==> src/rtl/maxnet_sequencer.sv <==
`default_nettype none
// +----------------------------------------------------------------------------+
// | maxnet_sequencer: sequences MaxNet lateral-inhibition micro-ops on a shared |
// | FP unit until one neuron survives. Revision 1.0                            |
// +----------------------------------------------------------------------------+
module maxnet_sequencer #(
    parameter int N        = 4,
    parameter int MAX_ITER = 32,
    parameter int IW       = 8,
    localparam int SW      = $clog2(N + 3),
    localparam int WW      = $clog2(N)
) (
    input  logic          clk,
    input  logic          rst,
    input  logic          start,
    input  logic [N-1:0]  nz,
    input  logic          fp_ack,
    output logic          load_x,
    output logic          fp_req,
    output logic [1:0]    fp_op,
    output logic [SW-1:0] src_a,
    output logic [SW-1:0] src_b,
    output logic [SW-1:0] dst,
    output logic          commit,
    output logic          busy,
    output logic          done,
    output logic [WW-1:0] winner,
    output logic          no_winner,
    output logic          timeout,
    output logic [IW-1:0] iter_count
);

    localparam int NOPS = 4 * N - 1;
    localparam int KW   = $clog2(NOPS + 1);
    localparam int PW   = $clog2(N + 1);

    localparam logic [1:0]    c_OP_ADD  = 2'd0;
    localparam logic [1:0]    c_OP_SUB  = 2'd1;
    localparam logic [1:0]    c_OP_MUL  = 2'd2;
    localparam logic [SW-1:0] c_SEL_SUM = SW'(N);
    localparam logic [SW-1:0] c_SEL_TMP = SW'(N + 1);
    localparam logic [SW-1:0] c_SEL_EPS = SW'(N + 2);

    typedef enum logic [2:0] {
        S_IDLE   = 3'd0,
        S_LOAD   = 3'd1,
        S_SETTLE = 3'd2,
        S_CHECK  = 3'd3,
        S_ISSUE  = 3'd4,
        S_GAP    = 3'd5,
        S_COMMIT = 3'd6,
        S_DONE   = 3'd7
    } state_t;

    state_t        r_state;
    state_t        w_next;
    logic [KW-1:0] r_k;
    logic [WW-1:0] r_j;
    logic [1:0]    r_ph;
    logic [IW-1:0] r_iter;
    logic [WW-1:0] r_winner;
    logic          r_no_winner;
    logic          r_timeout;

    logic [PW-1:0] w_pop;
    logic [WW-1:0] w_idx;
    logic          w_last;
    logic          w_at_limit;

    always_comb begin
        w_pop = '0;
        w_idx = '0;
        for (int i = 0; i < N; i++) begin
            if (nz[i]) begin
                w_pop = w_pop + PW'(1);
                w_idx = WW'(i);
            end
        end
    end

    assign w_last     = (r_k == KW'(NOPS - 1));
    assign w_at_limit = (r_iter == IW'(MAX_ITER));

    always_ff @(posedge clk or posedge rst) begin
        if (rst) begin
            r_state <= S_IDLE;
        end else begin
            r_state <= w_next;
        end
    end

    always_comb begin
        w_next = r_state;
        load_x = 1'b0;
        fp_req = 1'b0;
        fp_op  = '0;
        src_a  = '0;
        src_b  = '0;
        dst    = '0;
        commit = 1'b0;
        case (r_state)
            S_IDLE, S_DONE: if (start) w_next = S_LOAD;
            S_LOAD: begin
                load_x = 1'b1;
                w_next = S_SETTLE;
            end
            S_SETTLE: w_next = S_CHECK;
            S_CHECK: begin
                if (w_pop <= PW'(1) || w_at_limit) w_next = S_DONE;
                else                               w_next = S_ISSUE;
            end
            S_ISSUE: begin
                fp_req = 1'b1;
                if (fp_ack) w_next = w_last ? S_COMMIT : S_GAP;
                // Accumulate the total first, then inhibit each neuron by eps*(others).
                if (r_k < KW'(N - 1)) begin
                    fp_op = c_OP_ADD;
                    src_a = (r_k == '0) ? '0 : c_SEL_SUM;
                    src_b = SW'(r_k) + SW'(1);
                    dst   = c_SEL_SUM;
                end else begin
                    case (r_ph)
                        2'd0: begin
                            fp_op = c_OP_SUB;
                            src_a = c_SEL_SUM;
                            src_b = SW'(r_j);
                            dst   = c_SEL_TMP;
                        end
                        2'd1: begin
                            fp_op = c_OP_MUL;
                            src_a = c_SEL_EPS;
                            src_b = c_SEL_TMP;
                            dst   = c_SEL_TMP;
                        end
                        default: begin
                            fp_op = c_OP_SUB;
                            src_a = SW'(r_j);
                            src_b = c_SEL_TMP;
                            dst   = SW'(r_j);
                        end
                    endcase
                end
            end
            S_GAP: w_next = S_ISSUE;
            S_COMMIT: begin
                commit = 1'b1;
                w_next = S_SETTLE;
            end
            default: w_next = S_IDLE;
        endcase
    end

    always_ff @(posedge clk or posedge rst) begin
        if (rst) begin
            r_k         <= '0;
            r_j         <= '0;
            r_ph        <= '0;
            r_iter      <= '0;
            r_winner    <= '0;
            r_no_winner <= 1'b0;
            r_timeout   <= 1'b0;
        end else begin
            case (r_state)
                S_IDLE, S_DONE: begin
                    if (start) begin
                        r_iter      <= '0;
                        r_winner    <= '0;
                        r_no_winner <= 1'b0;
                        r_timeout   <= 1'b0;
                    end
                end
                S_CHECK: begin
                    r_k  <= '0;
                    r_j  <= '0;
                    r_ph <= '0;
                    if (w_pop == PW'(1)) begin
                        r_winner <= w_idx;
                    end else if (w_pop == '0) begin
                        r_no_winner <= 1'b1;
                        r_winner    <= '0;
                    end else if (w_at_limit) begin
                        r_timeout <= 1'b1;
                        r_winner  <= '0;
                    end
                end
                S_ISSUE: begin
                    if (fp_ack && !w_last) begin
                        r_k <= r_k + KW'(1);
                        if (r_k >= KW'(N - 1)) begin
                            if (r_ph == 2'd2) begin
                                r_ph <= 2'd0;
                                r_j  <= r_j + WW'(1);
                            end else begin
                                r_ph <= r_ph + 2'd1;
                            end
                        end
                    end
                end
                S_COMMIT: begin
                    if (r_iter != '1) r_iter <= r_iter + IW'(1);
                end
                default: ;
            endcase
        end
    end

    assign busy       = (r_state != S_IDLE) && (r_state != S_DONE);
    assign done       = (r_state == S_DONE);
    assign winner     = r_winner;
    assign no_winner  = r_no_winner;
    assign timeout    = r_timeout;
    assign iter_count = r_iter;

endmodule
`default_nettype wire

==> config.mk <==
export PLATFORM = sky130hd
export DESIGN_NAME = maxnet_sequencer
export DESIGN_NICKNAME = d
export VERILOG_FILES = /design/src/rtl/maxnet_sequencer.sv
export SDC_FILE = /design/constraint.sdc
export NUM_CORES = 1
export LEC_CHECK = 0
export CAP_MARGIN = 20
export CORE_UTILIZATION = 55
export CTS_CLUSTER_DIAMETER = 60
export DETAILED_ROUTE_END_ITERATION = 10
export GPL_ROUTABILITY_DRIVEN = 0
export GPL_TIMING_DRIVEN = 0
export PLACE_DENSITY = 0.93
export SLEW_MARGIN = 0
export SYNTH_ARGS = -nofsm -noshare
export SYNTH_HDL_FRONTEND = slang
export SYNTH_SLANG_ARGS = --single-unit
==> constraint.sdc <==
create_clock -name clk -period 3 [get_ports clk]
set_input_delay 0.45 -clock clk [delete_from_list [all_inputs] [get_ports clk]]
set_output_delay 0.45 -clock clk [all_outputs]
set_load 0.01 [all_outputs]
==> results of run 1 <==
worst register-to-register path: cells and delay by family (launching register included):
kind / cells / cell delay (ns)
fa+ha+maj: 1 / 0.27
compound gates: 3 / 0.80
simple gates: 1 / 0.15
flops: 1 / 0.46
logic make-up (layout without fill, tap and decap cells):
family                     count (synthesis)  after routing  share of synthesized area (%)
xor gates and xnor gates                   7              7                           4.52
and+or+nand+nor                           80             80                           26.3
adders and majority gates                  8              8                           6.03
buffers and inverters                     25             62                           6.10
AOI/OAI and AO/OA                         51             51                           22.4
DFF                                       23             23                           34.7
worst paths after layout:
| check | depth (start not counted) | to | slack [ns] |
|---|---|---|---|
| worst max-delay path | 5 | src_a[2] | 0.16 |
| worst min-delay path | 1 | no_winner | 0.52 |
| worst max register to register | 5 | r_j[0] | 1.22 |
| worst min register to register | 1 | no_winner | 0.52 |
| max in group asynchronous | 2 | iter_count[0] | 1.91 |
| min in group asynchronous | 2 | iter_count[4] | 0.57 |
Yosys cell counts, types with 2 or more instances:
cell,instances
dfrtp_1,23
nand2_1,19
inv_1,15
nor2_1,14
nand3_1,9
ha_1,8
o21ai_1,8
a21oi_1,7
nor3_1,6
nand4_1,5
o31ai_1,5
xor2_1,5
and3_1,4
clkbuf_1,4
nand2b_1,4
o211ai_1,4
a31oi_1,3
buf_2,3
nor4b_1,3
o21a_1,3
or3_1,3
a211oi_1,2
a32o_1,2
and2_1,2
and3b_1,2
o21ai_0,2
o221ai_1,2
or4_1,2
power groups by stage:
stage / registers (W) / logic [W] / clock network, W
detailed placement: 0.000475 / 0.000785 / 0
finish: 0.000472 / 0.000788 / 0.000157
global placement: 0.000470 / 0.000764 / 0
CTS: 0.000469 / 0.000788 / 0.000157
floorplan: 0.000474 / 0.000496 / 0
global route: 0.000485 / 0.000862 / 0.000170
routing by layer:
layer	up-vias	wire, um
met3	5	142
met2	55	1800
li1	783	-
met4	0	71
met5	-	0
met1	753	1700
registers in the layout, indices dropped and copies added (netlist names):
signal,count
iter_count,8
r_k,4
r_state,3
r_j,2
r_ph,2
winner,2
no_winner,1
timeout,1
per-stage QoR:
step / worst slack (ns) / power, W / instance area [sq um] / cells / hold WS (ns)
after floorplan: 0.969 / 0.000970 / 1660 / 194 / 0.452
after global placement: 0.454 / 0.00123 / 2030 / 258 / 0.474
after detailed placement: 0.435 / 0.00126 / 2030 / 258 / 0.484
after CTS: 0.178 / 0.00141 / 2060 / 262 / 0.514
after global routing: 0.0434 / 0.00152 / 2060 / 262 / 0.543
final: 0.156 / 0.00142 / 2060 / 262 / 0.515
final cells by class:
class                           instances  area [sq um]
Fill cell                             219           748
Clock buffer                            3          22.5
Timing Repair Buffer                   33           330
Tap cell                               31          38.8
Buffer                                  8          37.5
Multi-Input combinational cell        146           983
Sequential cell                        23           576
Clock inverter                          1          5.00
Inverter                               17          63.8
==> flow_metrics.tcl, run 1 <==
set metrics [dict create \
    layout_common_cells "33 x clkdlybuf4s50_1, 23 x dfrtp_1, 19 x nand2_1" \
    maxCapViolations 0 \
    p_leak_nw 0.871 \
    fp.dieArea_sq_um 3240 \
    drt_iter0_markers 64 \
    slowest_delay_ns 0.54 \
    vdd_drop_max_v 0.000374 \
    crit_family "buffers and inverters" \
    rsz0062_at_grt "false" \
    clk_path_buf_depth 2 \
    cp.required_ns 2.55 \
    mostFrequentLayoutCell "clkdlybuf4s50_1" \
    post_cts_resized 0 \
    status "finished, violations left" \
    seq_area_frac_synth_pct 34.7 \
    dr.pass1.iters 7 \
    ys_types 53 \
    std_cell_rows 19 \
    yosys.area.top_type "dfrtp_1" \
    post-route-drc-count 4 \
    crit_start "r_k[0]" \
    slew_headroom_pct 43.8 \
    p_per_area_nw_per_um2 689 \
    synth.avg_cell_area_sq_um 8.56 \
    cp.arrival_ns 2.39 \
    syn2layout_area_growth_pct 23.9 \
    ctsHoldBuffers 0 \
    syn_nets 210 \
    viasPerCell 6.09 \
    drive_gt1_share_pct 5.19 \
    cp_slowest_cell "clkdlybuf4s50_1" \
    cts_root_buf "clkbuf_4" \
    seqPwrFrac_pct 33.3 \
    period_minus_slack_ns 2.84 \
    worst-path-max-fanout 6 \
    start_util_pct 59.2 \
    power.internal_w 0.000802 \
    grt_first_pass_wirelength_um 6110 \
    ant_nets 0 \
    switching_share_pct 43.4 \
    ios 36 \
    wl_per_cell_um 14.2 \
    p_comb_share_pct 55.6 \
    pwr-share-clk_pct 11.1 \
    utilization_pct 73.3 \
    max_freq_mhz 352 \
    cts_max_level 1 \
    diodes 0 \
    async_reset_ff_share_pct 100 \
    antenna_found_initial 0 \
    setup_tns_ns 0 \
    die_h_um 56.9 \
    hpwl_um 2820 \
    numCtsBuffers 3 \
    hold_viol 0 \
    grt_pass1_vias 1408 \
    cts_tree "yes" \
    cts_num_sinks 23 \
    startpoint_type "flop" \
    critical_path_class "flop to output pin" \
    p_sw_w 0.000615 \
    port-buffer-count 33 \
    synth_top_area_share_pct 34.7 \
    hold_path_class "flop to flop" \
    use_met3_pct 2.49 \
    netlist_instances 194 \
    final.period_utilization_pct 94.8 \
    tightest_slew_ns 0.842 \
    ys_seq_elements 23 \
    synth_ff_type "dfrtp_1" \
    crit_buf_inv 1 \
    routed_wl_um 3710 \
    post_cts_buffers 0 \
    worstHoldStart "no_winner" \
    clk_pin_slew_ns 0.14 \
    die_w_um 56.9 \
    crit_chain "ha_1 > or3_1 > a21oi_1 > a21boi_1 > clkdlybuf4s50_1" \
    setup_violations 0 \
    nets 248 \
    gr-usage-met2_pct 40.7 \
    grt_start_max_net_pins 24 \
    r2r-start "r_k[0]" \
    yosysWarnings 0 \
    slew_violations 0 \
    synth_edf_count 0 \
    worst_setup_path_end_kind "output pin" \
    core-area_sq_um 2810 \
    clk_latency_ns 0.34 \
    globalRouteOverflowTotal 0 \
    grt_usage_pct 24.1 \
    synth.cell_area_sq_um 1660 \
    vias 1596 \
    top_usage_layer "met2" \
    fin_skew_ns 0.00495 \
    synthTopCellsByArea "dfrtp_1 35%, ha_1 6.0%, nand2_1 4.3%" \
    violations "design-rule violations" \
    grt_util_met1_pct 31.1 \
]
No activity file was read; power rests on OpenSTA's default activity.
==> inputs of run 2 (changes only) <==
Settings changed: ABC_AREA set to 1, CORE_UTILIZATION 55 to 54, PLACE_DENSITY 0.93 to 0.91, SKIP_LAST_GASP set to 1.
==> flow_metrics.tcl, run 2 <==
set metrics [dict create \
    nets 301 \
    ios 36 \
    nFillCells 234 \
    cts_num_sinks 23 \
    slew_violations 0 \
    ys_types 26 \
    netlist_instances 245 \
    numCtsBuffers 3 \
    max_freq_mhz 368 \
    p_per_area_nw_per_um2 617 \
    pwr-share-clk_pct 11.2 \
    violations "design-rule violations" \
    power_w 0.00128 \
    yosys.area_share.simple_pct 38.0 \
    critical_path_class "flop to output pin" \
    synth_xor_area_share_pct 1.58 \
    cp.arrival_ns 2.27 \
    clk_path_buf_depth 2 \
    routed_wl_um 3370 \
    syn_nets 261 \
    p_sw_w 0.000584 \
    setup_violations 0 \
    grt_first_pass_wirelength_um 5890 \
    synthAdderAreaFrac_pct 6.04 \
    worst-path-max-fanout 5 \
    seqPwrFrac_pct 34.9 \
    syn2layout_area_growth_pct 25.1 \
    hold_depth 2 \
    setup_tns_ns 0 \
    cp.required_ns 2.55 \
    cts_tree "yes" \
    ctsHoldBuffers 0 \
    post_cts_resized 0 \
    cts_root_buf "clkbuf_4" \
    cts_max_level 1 \
    maxCapViolations 0 \
    power.internal_w 0.000696 \
    yosys.area.top_type "dfrtp_1" \
    core-area_sq_um 2830 \
    synth_top_area_share_pct 34.7 \
    port-buffer-count 35 \
    slew_headroom_pct 43.9 \
    ys_seq_elements 23 \
    startpoint_type "flop" \
    rsz0062_at_grt "false" \
    route.met3.wl_um 142 \
    p_leak_nw 1.03 \
    fin_skew_ns 0.0123 \
    synth_ff_type "dfrtp_1" \
    wl_met2_um 1620 \
    layout_common_cells "69 x nand2_1, 35 x inv_1, 35 x clkdlybuf4s50_1" \
    globalRouteOverflowTotal 0 \
    crit_path_end "src_a[2]" \
    std_cell_rows 19 \
    final.period_utilization_pct 90.7 \
    synth_compound_area_share_pct 10.0 \
    wl_met1_um 1580 \
    synth_edf_count 0 \
    synth_mux_area_share_pct 0 \
    synth.avg_cell_area_sq_um 6.77 \
    drt_iter0_markers 69 \
    seq_area_frac_synth_pct 34.7 \
    vias 1625 \
    die_w_um 57.4 \
    worst_setup_path_end_kind "output pin" \
    hold_path_class "flop to flop" \
    yosysWarnings 0 \
    start_util_pct 58.6 \
    hpwl_um 2700 \
    clk_pin_slew_ns 0.11 \
    synth.cell_area_sq_um 1660 \
    clk_latency_ns 0.32 \
    grt_start_max_net_pins 24 \
    switching_share_pct 45.6 \
    grt_usage_pct 22.7 \
    fp.dieArea_sq_um 3300 \
    timing.rr.end "r_j[1]" \
    crit_start "r_k[0]" \
    wl_per_cell_um 10.7 \
    rrSetupSlack_ns 1.29 \
    hold_viol 0 \
    yosysMostFrequentCell "nand2_1" \
    synth_top_family_by_area "simple AND/OR/NAND/NOR gates" \
    p_comb_share_pct 53.9 \
    async_reset_ff_share_pct 100 \
    tightest_slew_ns 0.840 \
    grt_pass1_vias 1404 \
    period_minus_slack_ns 2.72 \
    drive_gt1_share_pct 7.39 \
    top_layer "met4" \
    largest_register_ffs 8 \
    ff2ff_path_depth 10 \
    mostFrequentLayoutCell "nand2_1" \
    ant_nets 0 \
    r2r-start "r_k[0]" \
    viasPerCell 5.16 \
    dr.pass1.iters 7 \
    post_cts_buffers 0 \
    die_h_um 57.4 \
    diodes 0 \
    synthTopCellsByArea "dfrtp_1 35%, nand2_1 16%, inv_1 7.9%" \
    status "finished, violations left" \
    post-route-drc-count 1 \
    antenna_found_initial 0 \
    vdd_drop_max_v 0.000625 \
    ys_top_cells_by_count "69 x nand2_1, 35 x inv_1, 27 x nor2_1" \
]
## run 2: cell types whose count changed after synthesis, moves of 5 or more
cell	delta
nor2_1	+13
nand2_1	+50
inv_1	+20
o31ai_1	-5
o21ai_0	+9
nand3_1	+12
## run 2: how the worst min path moves through the flow
stage	from	end	slack, ns
6_report	winner[0]	winner[0]	0.49
5_1_grt	winner[0]	winner[0]	0.54
3_3_place_gp	winner[1]	winner[1]	0.47
2_1_floorplan	rst	iter_count[0]	0.45
4_1_cts	winner[0]	winner[0]	0.50
3_5_place_dp	winner[0]	winner[0]	0.46
## run 2: metrics by stage
step,util [%],std cells,instance area (sq um),hold WS (ns),setup WS (ns)
floorplan,-,245,1660,0.452,0.996
global route,73.3,315,2070,0.541,0.0992
detailed placement,72.4,311,2050,0.463,0.354
CTS,73.3,315,2070,0.498,0.275
finish,73.3,315,2070,0.491,0.279
global placement,72.4,311,2050,0.468,0.387
## run 2: cell type report
type	instances	area (sq um)	share of cell area, %
buffer	2	10.0	0.483
clock buffer	4	26.3	1.27
inverter	40	150	7.24
multi-input combinational	180	922	44.5
sequential	23	576	27.8
tap	31	38.8	1.87
timing repair buffer	35	350	16.9
## run 2: power by group through the flow
stage / clock network (W) / registers (W) / logic, W
floorplan: 0 / 0.000448 / 0.000452
global route: 0.000159 / 0.000457 / 0.000782
CTS: 0.000147 / 0.000445 / 0.000690
finish: 0.000143 / 0.000446 / 0.000690
detailed placement: 0 / 0.000451 / 0.000686
global placement: 0 / 0.000448 / 0.000673
## run 2: critical path, stage by stage (launching register included)
cell and delay (ns):
dfrtp_1 0.42, ha_1 0.22, inv_1 0.07, nand3_1 0.17
a21oi_1 0.27, a21boi_0 0.23, clkdlybuf4s50_1 0.57
## run 2: per-layer routing
layer  up-vias  global-route usage [%]
met2        31                    36.2
met3         4                    4.76
li1        857                       -
met4         0                    5.23
met1       733                    31.8
met5         -                       0
## run 2: cell families after synthesis
family          Yosys count
buf+inv                  42
flops                    23
xor+xnor                  3
fa+ha+maj                 8
simple gates            138
compound gates           31
==> inputs of run 3 (changes only) <==
Settings changed: PLACE_DENSITY 0.91 to unset, PLACE_DENSITY_LB_ADDON set to 0.25.
==> flow_metrics.tcl, run 3 (synthesized netlist as in run 2, its figures left out) <==
set metrics [dict create \
    tightest_slew_ns 0.898 \
    std_cell_rows 19 \
    post_cts_buffers 0 \
    worst_setup_path_end_kind "output pin" \
    fin_skew_ns 0.0155 \
    die_w_um 57.4 \
    startpoint_type "flop" \
    hold_viol 0 \
    vdd_drop_max_v 0.000474 \
    slowest_delay_ns 0.55 \
    switching_share_pct 46.0 \
    violations "design-rule violations" \
    cts_num_sinks 23 \
    slew_violations 0 \
    drive_gt1_share_pct 7.75 \
    core-area_sq_um 2830 \
    grt_first_pass_wirelength_um 5870 \
    p_per_area_nw_per_um2 619 \
    cp.arrival_ns 2.25 \
    status "finished, violations left" \
    ios 36 \
    maxCapViolations 0 \
    p_sw_w 0.000590 \
    ctsHoldBuffers 0 \
    diodes 0 \
    hold_ws_ns 0.507 \
    layout_common_cells "69 x nand2_1, 35 x inv_1, 35 x clkdlybuf4s50_1" \
    max_freq_mhz 371 \
    largest_register_ffs 8 \
    grt_usage_pct 22.6 \
    clk_path_buf_depth 2 \
    drt_iter0_markers 84 \
    fp.dieArea_sq_um 3300 \
    setup_violations 0 \
    hpwl_um 2610 \
    rsz0062_at_grt "false" \
    port-buffer-count 35 \
    cts_root_buf "clkbuf_4" \
    start_util_pct 58.6 \
    routed_wl_um 3410 \
    worst-path-max-fanout 5 \
    die_h_um 57.4 \
    setup_tns_ns 0 \
    viasPerCell 5.12 \
    critical_path_class "flop to output pin" \
    clk_latency_ns 0.33 \
    grt_start_max_net_pins 24 \
    crit_chain "ha_1 > inv_1 > nand3_1 > a21oi_1 > a21boi_0 > clkdlybuf4s50_1" \
    vias 1614 \
    wl_met1_um 1710 \
    slew_headroom_pct 40.1 \
    globalRouteOverflowTotal 0 \
    nets 301 \
    dr.pass1.iters 7 \
    multi_input_area_sq_um 922 \
    post_cts_resized 0 \
    antenna_found_initial 0 \
    final.period_utilization_pct 89.9 \
    top_layer "met4" \
    cp_slowest_cell "clkdlybuf4s50_1" \
    cp.required_ns 2.55 \
    mostFrequentLayoutCell "nand2_1" \
    power.internal_w 0.000694 \
    numCtsBuffers 3 \
    grt_pass1_vias 1400 \
    regArea_sq_um 576 \
    route.met3.wl_um 155 \
    nFillCells 234 \
    cts_tree "yes" \
    seqPwrFrac_pct 34.6 \
    period_minus_slack_ns 2.70 \
    p_leak_nw 1.03 \
    clk_pin_slew_ns 0.15 \
    syn2layout_area_growth_pct 25.1 \
    wl_met2_um 1510 \
    cts_max_level 1 \
    wl_per_cell_um 10.8 \
    post-route-drc-count 3 \
    pwr-share-clk_pct 12.0 \
    ant_nets 0 \
    hold_path_class "flop to flop" \
    p_comb_share_pct 53.4 \
]
## run 3: power by group through the flow
stage,Combinational (W),Clock (W),Sequential [W]
final,0.000686,0.000154,0.000444
after global routing,0.000783,0.000166,0.000452
after CTS,0.000690,0.000154,0.000443
after detailed placement,0.000685,0,0.000449
after global placement,0.000675,0,0.000448
after floorplan,0.000452,0,0.000448
## run 3: path summary, 6_finish.rpt
| check | depth (start not counted) | from | endpoint | slack [ns] |
|---|---|---|---|---|
| max reg2reg | 10 | r_k[0] | r_j[1] | 1.36 |
| max in group asynchronous | 2 | rst | r_state[0] | 1.84 |
| max | 6 | r_k[0] | src_a[2] | 0.30 |
| min reg2reg | 2 | winner[0] | winner[0] | 0.51 |
| min | 2 | winner[0] | winner[0] | 0.51 |
| min in group asynchronous | 2 | rst | iter_count[6] | 0.60 |
## run 3: final cells by class
cell class                 count  share of cell area (%)
multi-input combinational    180                    44.5
sequential                    23                    27.7
timing repair buffer          35                    16.9
inverter                      40                    7.24
tap                           31                    1.87
clock buffer                   3                    1.09
buffer                         2                   0.483
clock inverter                 1                   0.241
## run 3: through the flow
step           power, W  setup WS, ns  util (%)  instances  cell area (sq um)
2_1_floorplan  0.000901         0.996         -        245               1660
3_3_place_gp    0.00112         0.391      72.4        311               2050
3_5_place_dp    0.00113         0.369      72.4        311               2050
4_1_cts         0.00129         0.299      73.3        315               2070
5_1_grt         0.00140         0.140      73.3        315               2070
6_report        0.00128         0.303      73.3        315               2070
## run 3: layer usage
metal  GRT usage (%)  vias up
met4            6.97        0
met1            31.6      714
met3            3.17        4
met2            36.2       38
li1                -      858
met5               0        -
## run 3: critical path, delay by kind of cell, from the launching register on
kind / cells / cell delay [ns]
buf+inv: 2 / 0.62
compound gates: 2 / 0.46
flops: 1 / 0.43
fa+ha+maj: 1 / 0.22
simple gates: 1 / 0.19
